`config.mk`:
```
export PLATFORM = sky130hd
export DESIGN_NAME = conv_mac_seq
export DESIGN_NICKNAME = d
export VERILOG_FILES = /design/src/rtl/conv_pkg.sv /design/src/rtl/conv_mac_unit.sv /design/src/rtl/conv_mac_seq.sv
export SDC_FILE = /design/constraint.sdc
export NUM_CORES = 2
export LEC_CHECK = 0
export BUFFER_PORTS_ARGS = -buffer_cell sky130_fd_sc_hd__buf_4
export CAP_MARGIN = 20
export CORE_ASPECT_RATIO = 1.5
export CORE_UTILIZATION = 40
export CTS_CLUSTER_SIZE = 30
export DETAILED_ROUTE_END_ITERATION = 6
export HOLD_SLACK_MARGIN = 0.05
export SLEW_MARGIN = 40
export SYNTH_ARGS = -nofsm -noshare
export SYNTH_HDL_FRONTEND = slang
export SYNTH_SLANG_ARGS = --single-unit
```
`constraint.sdc`:
```
create_clock -name clk -period 9.2 [get_ports clk]
set_input_delay 1.84 -clock clk [delete_from_list [all_inputs] [get_ports clk]]
set_output_delay 1.84 -clock clk [all_outputs]
set_load 0.01 [all_outputs]
```
`src/rtl/conv_pkg.sv`:
```
// Shared types and sizing for the conv_mac_seq convolution engine.
package conv_pkg;

    typedef enum logic [1:0] {
        IDLE,
        MAC,
        OUT
    } state_e;

    localparam int unsigned KERNEL_LEN_DEF = 4;
    localparam int unsigned OUT_LEN_DEF    = 8;

    // Two full-width products plus headroom for up to 16 taps.
    function automatic int unsigned acc_width(input int unsigned dw);
        return 2 * dw + 4;
    endfunction

endpackage

```
`src/rtl/conv_mac_unit.sv`:
```
// Signed multiply-accumulate and result formatting for conv_mac_seq.
// CONV_MAC_SAT_EN selects signed saturation of the result instead of wrap.
module conv_mac_unit
    import conv_pkg::*;
#(
    parameter int unsigned DATA_WIDTH2 = 32,
    parameter int unsigned ACC_WIDTH   = acc_width(DATA_WIDTH2)
) (
    input  logic [ACC_WIDTH-1:0]   acc_i,
    input  logic [DATA_WIDTH2-1:0] mem_data_i,
    input  logic [DATA_WIDTH2-1:0] weight_i,
    output logic [ACC_WIDTH-1:0]   acc_next_o,
    output logic [DATA_WIDTH2-1:0] res_o
);

    localparam logic signed [ACC_WIDTH-1:0] SAT_MAX =
        {{(ACC_WIDTH-DATA_WIDTH2+1){1'b0}}, {(DATA_WIDTH2-1){1'b1}}};
    localparam logic signed [ACC_WIDTH-1:0] SAT_MIN = ~SAT_MAX;

    logic signed [2*DATA_WIDTH2-1:0] prod;
    logic signed [ACC_WIDTH-1:0]     sum;

    always_comb begin
        prod = $signed(mem_data_i) * $signed(weight_i);
        sum  = $signed(acc_i)
             + $signed({{(ACC_WIDTH-2*DATA_WIDTH2){prod[2*DATA_WIDTH2-1]}}, prod});
    end

    assign acc_next_o = sum;

    always_comb begin
`ifdef CONV_MAC_SAT_EN
        if (sum > SAT_MAX) begin
            res_o = SAT_MAX[DATA_WIDTH2-1:0];
        end else if (sum < SAT_MIN) begin
            res_o = SAT_MIN[DATA_WIDTH2-1:0];
        end else begin
            res_o = sum[DATA_WIDTH2-1:0];
        end
`else
        res_o = sum[DATA_WIDTH2-1:0];
`endif
    end

endmodule

```
`src/rtl/conv_mac_seq.sv`:
```
// Sequential 1-D convolution: KERNEL_LEN taps per output, OUT_LEN outputs per pass.
// Result formatting follows CONV_MAC_SAT_EN (see conv_mac_unit).
module conv_mac_seq
    import conv_pkg::*;
#(
    parameter int unsigned DATA_WIDTH2 = 32,
    parameter int unsigned KERNEL_LEN  = KERNEL_LEN_DEF,
    parameter int unsigned OUT_LEN     = OUT_LEN_DEF,
    parameter int unsigned ACC_WIDTH   = acc_width(DATA_WIDTH2)
) (
    input  logic                   clk,
    input  logic                   rst_n,
    input  logic                   start,
    input  logic                   w_wr_en,
    input  logic [3:0]             w_addr,
    input  logic [DATA_WIDTH2-1:0] w_data,
    output logic                   mem_en,
    output logic [3:0]             mul_shift,
    output logic [3:0]             accu_shift,
    input  logic [DATA_WIDTH2-1:0] mem_data,
    output logic                   res_valid,
    input  logic                   res_ready,
    output logic [DATA_WIDTH2-1:0] res_data,
    output logic                   busy,
    output logic                   done
);

    localparam logic [3:0] K_LAST = 4'(KERNEL_LEN - 1);
    localparam logic [3:0] O_LAST = 4'(OUT_LEN - 1);

    state_e                 state_q, state_d;
    logic [3:0]             mul_q, mul_d;
    logic [3:0]             accu_q, accu_d;
    logic [ACC_WIDTH-1:0]   acc_q, acc_d;
    logic [DATA_WIDTH2-1:0] res_q, res_d;
    logic                   done_q, done_d;
    logic [DATA_WIDTH2-1:0] weight_q [16];

    logic [ACC_WIDTH-1:0]   acc_next;
    logic [DATA_WIDTH2-1:0] res_fmt;

    conv_mac_unit #(
        .DATA_WIDTH2 (DATA_WIDTH2),
        .ACC_WIDTH   (ACC_WIDTH)
    ) u_mac (
        .acc_i      (acc_q),
        .mem_data_i (mem_data),
        .weight_i   (weight_q[mul_q]),
        .acc_next_o (acc_next),
        .res_o      (res_fmt)
    );

    always_ff @(posedge clk or negedge rst_n) begin
        if (!rst_n) begin
            state_q  <= IDLE;
            mul_q    <= '0;
            accu_q   <= '0;
            acc_q    <= '0;
            res_q    <= '0;
            done_q   <= 1'b0;
            weight_q <= '{default: '0};
        end else begin
            state_q <= state_d;
            mul_q   <= mul_d;
            accu_q  <= accu_d;
            acc_q   <= acc_d;
            res_q   <= res_d;
            done_q  <= done_d;
            // Write lands on the same edge that accepts start, so tap 0 sees it.
            if (state_q == IDLE && w_wr_en) begin
                weight_q[w_addr] <= w_data;
            end
        end
    end

    always_comb begin
        state_d = state_q;
        mul_d   = mul_q;
        accu_d  = accu_q;
        acc_d   = acc_q;
        res_d   = res_q;
        done_d  = 1'b0;
        unique case (state_q)
            IDLE: begin
                if (start) begin
                    state_d = MAC;
                    mul_d   = '0;
                    accu_d  = '0;
                    acc_d   = '0;
                end
            end
            MAC: begin
                acc_d = acc_next;
                if (mul_q < K_LAST) begin
                    mul_d = mul_q + 4'd1;
                end else begin
                    res_d   = res_fmt;
                    mul_d   = '0;
                    state_d = OUT;
                end
            end
            OUT: begin
                if (res_ready) begin
                    if (accu_q < O_LAST) begin
                        accu_d  = accu_q + 4'd1;
                        acc_d   = '0;
                        state_d = MAC;
                    end else begin
                        state_d = IDLE;
                        done_d  = 1'b1;
                    end
                end
            end
            default: state_d = IDLE;
        endcase
    end

    always_comb begin
        busy       = (state_q != IDLE);
        mem_en     = (state_q != IDLE);
        res_valid  = (state_q == OUT);
        res_data   = res_q;
        mul_shift  = mul_q;
        accu_shift = accu_q;
        done       = done_q;
    end

endmodule

```
==> impl_metrics.env <==
export IMPL_status="finished clean"
export IMPL_max_stage_delay_ns=0.60
export IMPL_num_rows=147
export IMPL_layout_nets=4447
export IMPL_cts_tree="done"
export IMPL_clockBufferDepth=3
export IMPL_fin_area_mm2=0.0484
export IMPL_synth_common_cells="dfrtp_1, inv_1, mux2_2"
export IMPL_syn_to_final_growth_pct=12.0
export IMPL_dr_pass1_iters=5
export IMPL_fp_coreArea_mm2=0.107
export IMPL_hp_start="res_data[15]"
export IMPL_seq_area_frac_synth_pct=34.0
export IMPL_fmax_mhz=112
export IMPL_drtIter0Drc=1502
export IMPL_route_detailed_drc=0
export IMPL_fin_crit_ns=8.92
export IMPL_insertion_delay_ns=0.68
export IMPL_min_path_cells=2
export IMPL_placed_cell_area_mm2=0.0464
export IMPL_vias=27500
export IMPL_reg2reg_to="res_data[31]"
export IMPL_fin_ws_ns=0.283
export IMPL_synth_area_mm2=0.0432
export IMPL_reg2regPathDepth=30
export IMPL_yosys_area_top_type="dfrtp_1"
export IMPL_syn_nets=4332
export IMPL_grt_pass1_wl_um=187000
export IMPL_finalClockSkew_ns=0.0716
export IMPL_critPathKind="reg -> reg"
export IMPL_async_flop_share_pct=100
export IMPL_cts_clk_slew_worst_paths_ns=0.06
export IMPL_crit_path_start="mul_shift[0]"
export IMPL_r2r_start="mul_shift[0]"
export IMPL_reg2reg_slack_ns=0.28
export IMPL_nFillCells=9924
export IMPL_ys_types=61
export IMPL_synth_warnings=0
export IMPL_portBuffers=116
export IMPL_yosys_register_bits=587
export IMPL_gp_congestion=0.907
export IMPL_numCtsBuffers=58
export IMPL_synth_area_top_cells="dfrtp_1, fa_1, mux2_2, mux4_2, inv_1"
export IMPL_critPathArrivalTime_ns=9.42
export IMPL_syn_inst=3668
export IMPL_slew_viol_final=0
export IMPL_ios=117
export IMPL_die_x_um=270
export IMPL_die_h_um=405
export IMPL_grt_pass1_vias=30400
export IMPL_maxCapViolCount=0
export IMPL_setup_violations_final=0
export IMPL_cts_hold_buf=0
export IMPL_cts_sinks=587
export IMPL_hold_path_end="res_data[15]"
export IMPL_final_antenna_net_count=0
export IMPL_grt_max_degree=120
export IMPL_root_buffer="clkbuf_16"
export IMPL_synth_top_area_share_pct=34.0
export IMPL_dp_hpwl_um=86200
export IMPL_place_ws_ns=0.151
export IMPL_wire_per_inst_um=23.0
export IMPL_start_util_pct=40.4
export IMPL_worst_slew_pin_slew_ns=0.828
export IMPL_critPathLaunchType="register"
export IMPL_synth_edff_count=0
export IMPL_timing_final_crit_share_pct=96.9
export IMPL_ys_flop_type="dfrtp_1"
export IMPL_cp_slowest_cell="fa_1"
export IMPL_drive_gt1_share_pct=27.7
export IMPL_hp_class="reg -> reg"
export IMPL_grt_use_total_pct=22.5
export IMPL_cp_required_ns=9.70
export IMPL_antenna_found_initial=4
export IMPL_synth_most_common_cell="dfrtp_1"
export IMPL_setup_worst_path_end_class="register"
export IMPL_slew_headroom_pct=44.7
export IMPL_hold_violations=0
export IMPL_cp_common_cell="fa_1"
export IMPL_crit_fanout=24
export IMPL_htree_levels=2
export IMPL_wl_um=121000
export IMPL_viasPerCell=5.25
export IMPL_dieArea_mm2=0.109
export IMPL_avgSynthCellArea_um2=11.8
export IMPL_grt_ovfl_total=0
worst max-delay path by stage:
stage / endpoint / slack, ns / depth (start not counted)
final: res_data[31] / 0.28 / 30
after global routing: res_data[31] / -0.002 / 35
after CTS: res_data[26] / 0.06 / 28
after detailed placement: res_data[26] / 0.15 / 33
after global placement: res_data[26] / 0.21 / 28
after floorplan: res_data[31] / 0.38 / 33
kinds of logic after synthesis:
family | Yosys count | share of synthesized area [%]
adder cells (fa/ha/maj) | 591 | 24.7
XOR/XNOR | 78 | 1.76
multiplexers | 708 | 21.2
AND/OR/NAND/NOR | 736 | 8.19
flip-flops | 587 | 34.0
AO/OA/AOI/OAI | 187 | 2.92
buffers and inverters | 781 | 7.19
routing by layer:
layer / global-route usage (%) / up-vias / part of all wire [%]
met4: 7.81 / 4 / 3.7
met3: 2.50 / 201 / 3.4
li1: - / 12000 / -
met2: 41.9 / 557 / 53
met1: 26.7 / 14700 / 40
met5: 0 / - / 0.024
cell usage in the layout, fill, tap and decap left out, types with 5 or more instances in the layout:
master | netlist | layout
a21o_1 | 13 | 13
a21oi_1 | 35 | 29
a21oi_2 | 2 | 7
a221oi_1 | 8 | 8
a22o_1 | 26 | 26
and2_1 | 104 | 104
buf_12 | 2 | 19
buf_4 | 5 | 245
clkbuf_1 | 153 | 22
clkbuf_16 | 0 | 60
clkbuf_8 | 0 | 10
clkinv_2 | 0 | 5
dfrtp_1 | 587 | 583
fa_1 | 438 | 438
ha_1 | 153 | 153
inv_1 | 560 | 560
mux2_2 | 559 | 559
mux2i_1 | 39 | 39
mux4_1 | 6 | 6
mux4_2 | 103 | 103
nand2_1 | 315 | 309
nand2_2 | 2 | 7
nand2b_1 | 60 | 60
nand3_1 | 8 | 6
nor2_1 | 104 | 97
nor2_4 | 0 | 6
nor2b_1 | 112 | 110
nor3_1 | 11 | 9
o21a_1 | 12 | 12
o21ai_0 | 35 | 33
o21ai_1 | 6 | 5
o22ai_1 | 18 | 18
or3_1 | 7 | 7
xnor2_1 | 61 | 61
xnor3_1 | 5 | 5
xor2_1 | 11 | 11
flip-flops by register name, indices dropped and copies added, names as in the netlist:
register,cells
acc_q,32
accu_shift,4
done,1
mul_shift,4
res_data,32
state_q,2
weight_q,512
critical path, delay by kind of cell (launching register included):
kind	cells	cell delay, ns
fa+ha+maj	9	4.38
compound gates	7	1.56
buf+inv	8	1.28
mux	3	0.69
flops	1	0.57
simple gates	2	0.14
xor+xnor	1	0.12
stage by stage:
step                      utilization, %  hold WS (ns)  std cells  TNS (ns)
after floorplan                        -         0.450       3668         0
after global placement              43.3         0.460       5123         0
after detailed placement            43.3         0.465       5124         0
after CTS                           45.0         0.480       5226         0
after global routing                45.2         0.499       5241  -0.00214
final                               45.2         0.475       5242         0
repair_timing:
action / 4_1_cts / 5_1_grt
endpoints found under the setup margin: 0 / 14
buffers inserted: 0 / 12
resized for setup: 0 / 7
area by class of cell:
cell class	instances	area, um2	share of cell area, %
multi-input combinational	2300	25600	52.9
sequential	587	14700	30.4
tap	1415	1770	3.66
clock buffer	90	1670	3.45
clock inverter	12	159	0.328
antenna	2	5.00	0.0103
inverter	564	2120	4.38
timing repair buffer	272	2370	4.91
Power is left out: the tool's default activity adds up to more than one toggle a clock period on the data nets, which glitch-free logic cannot reach.
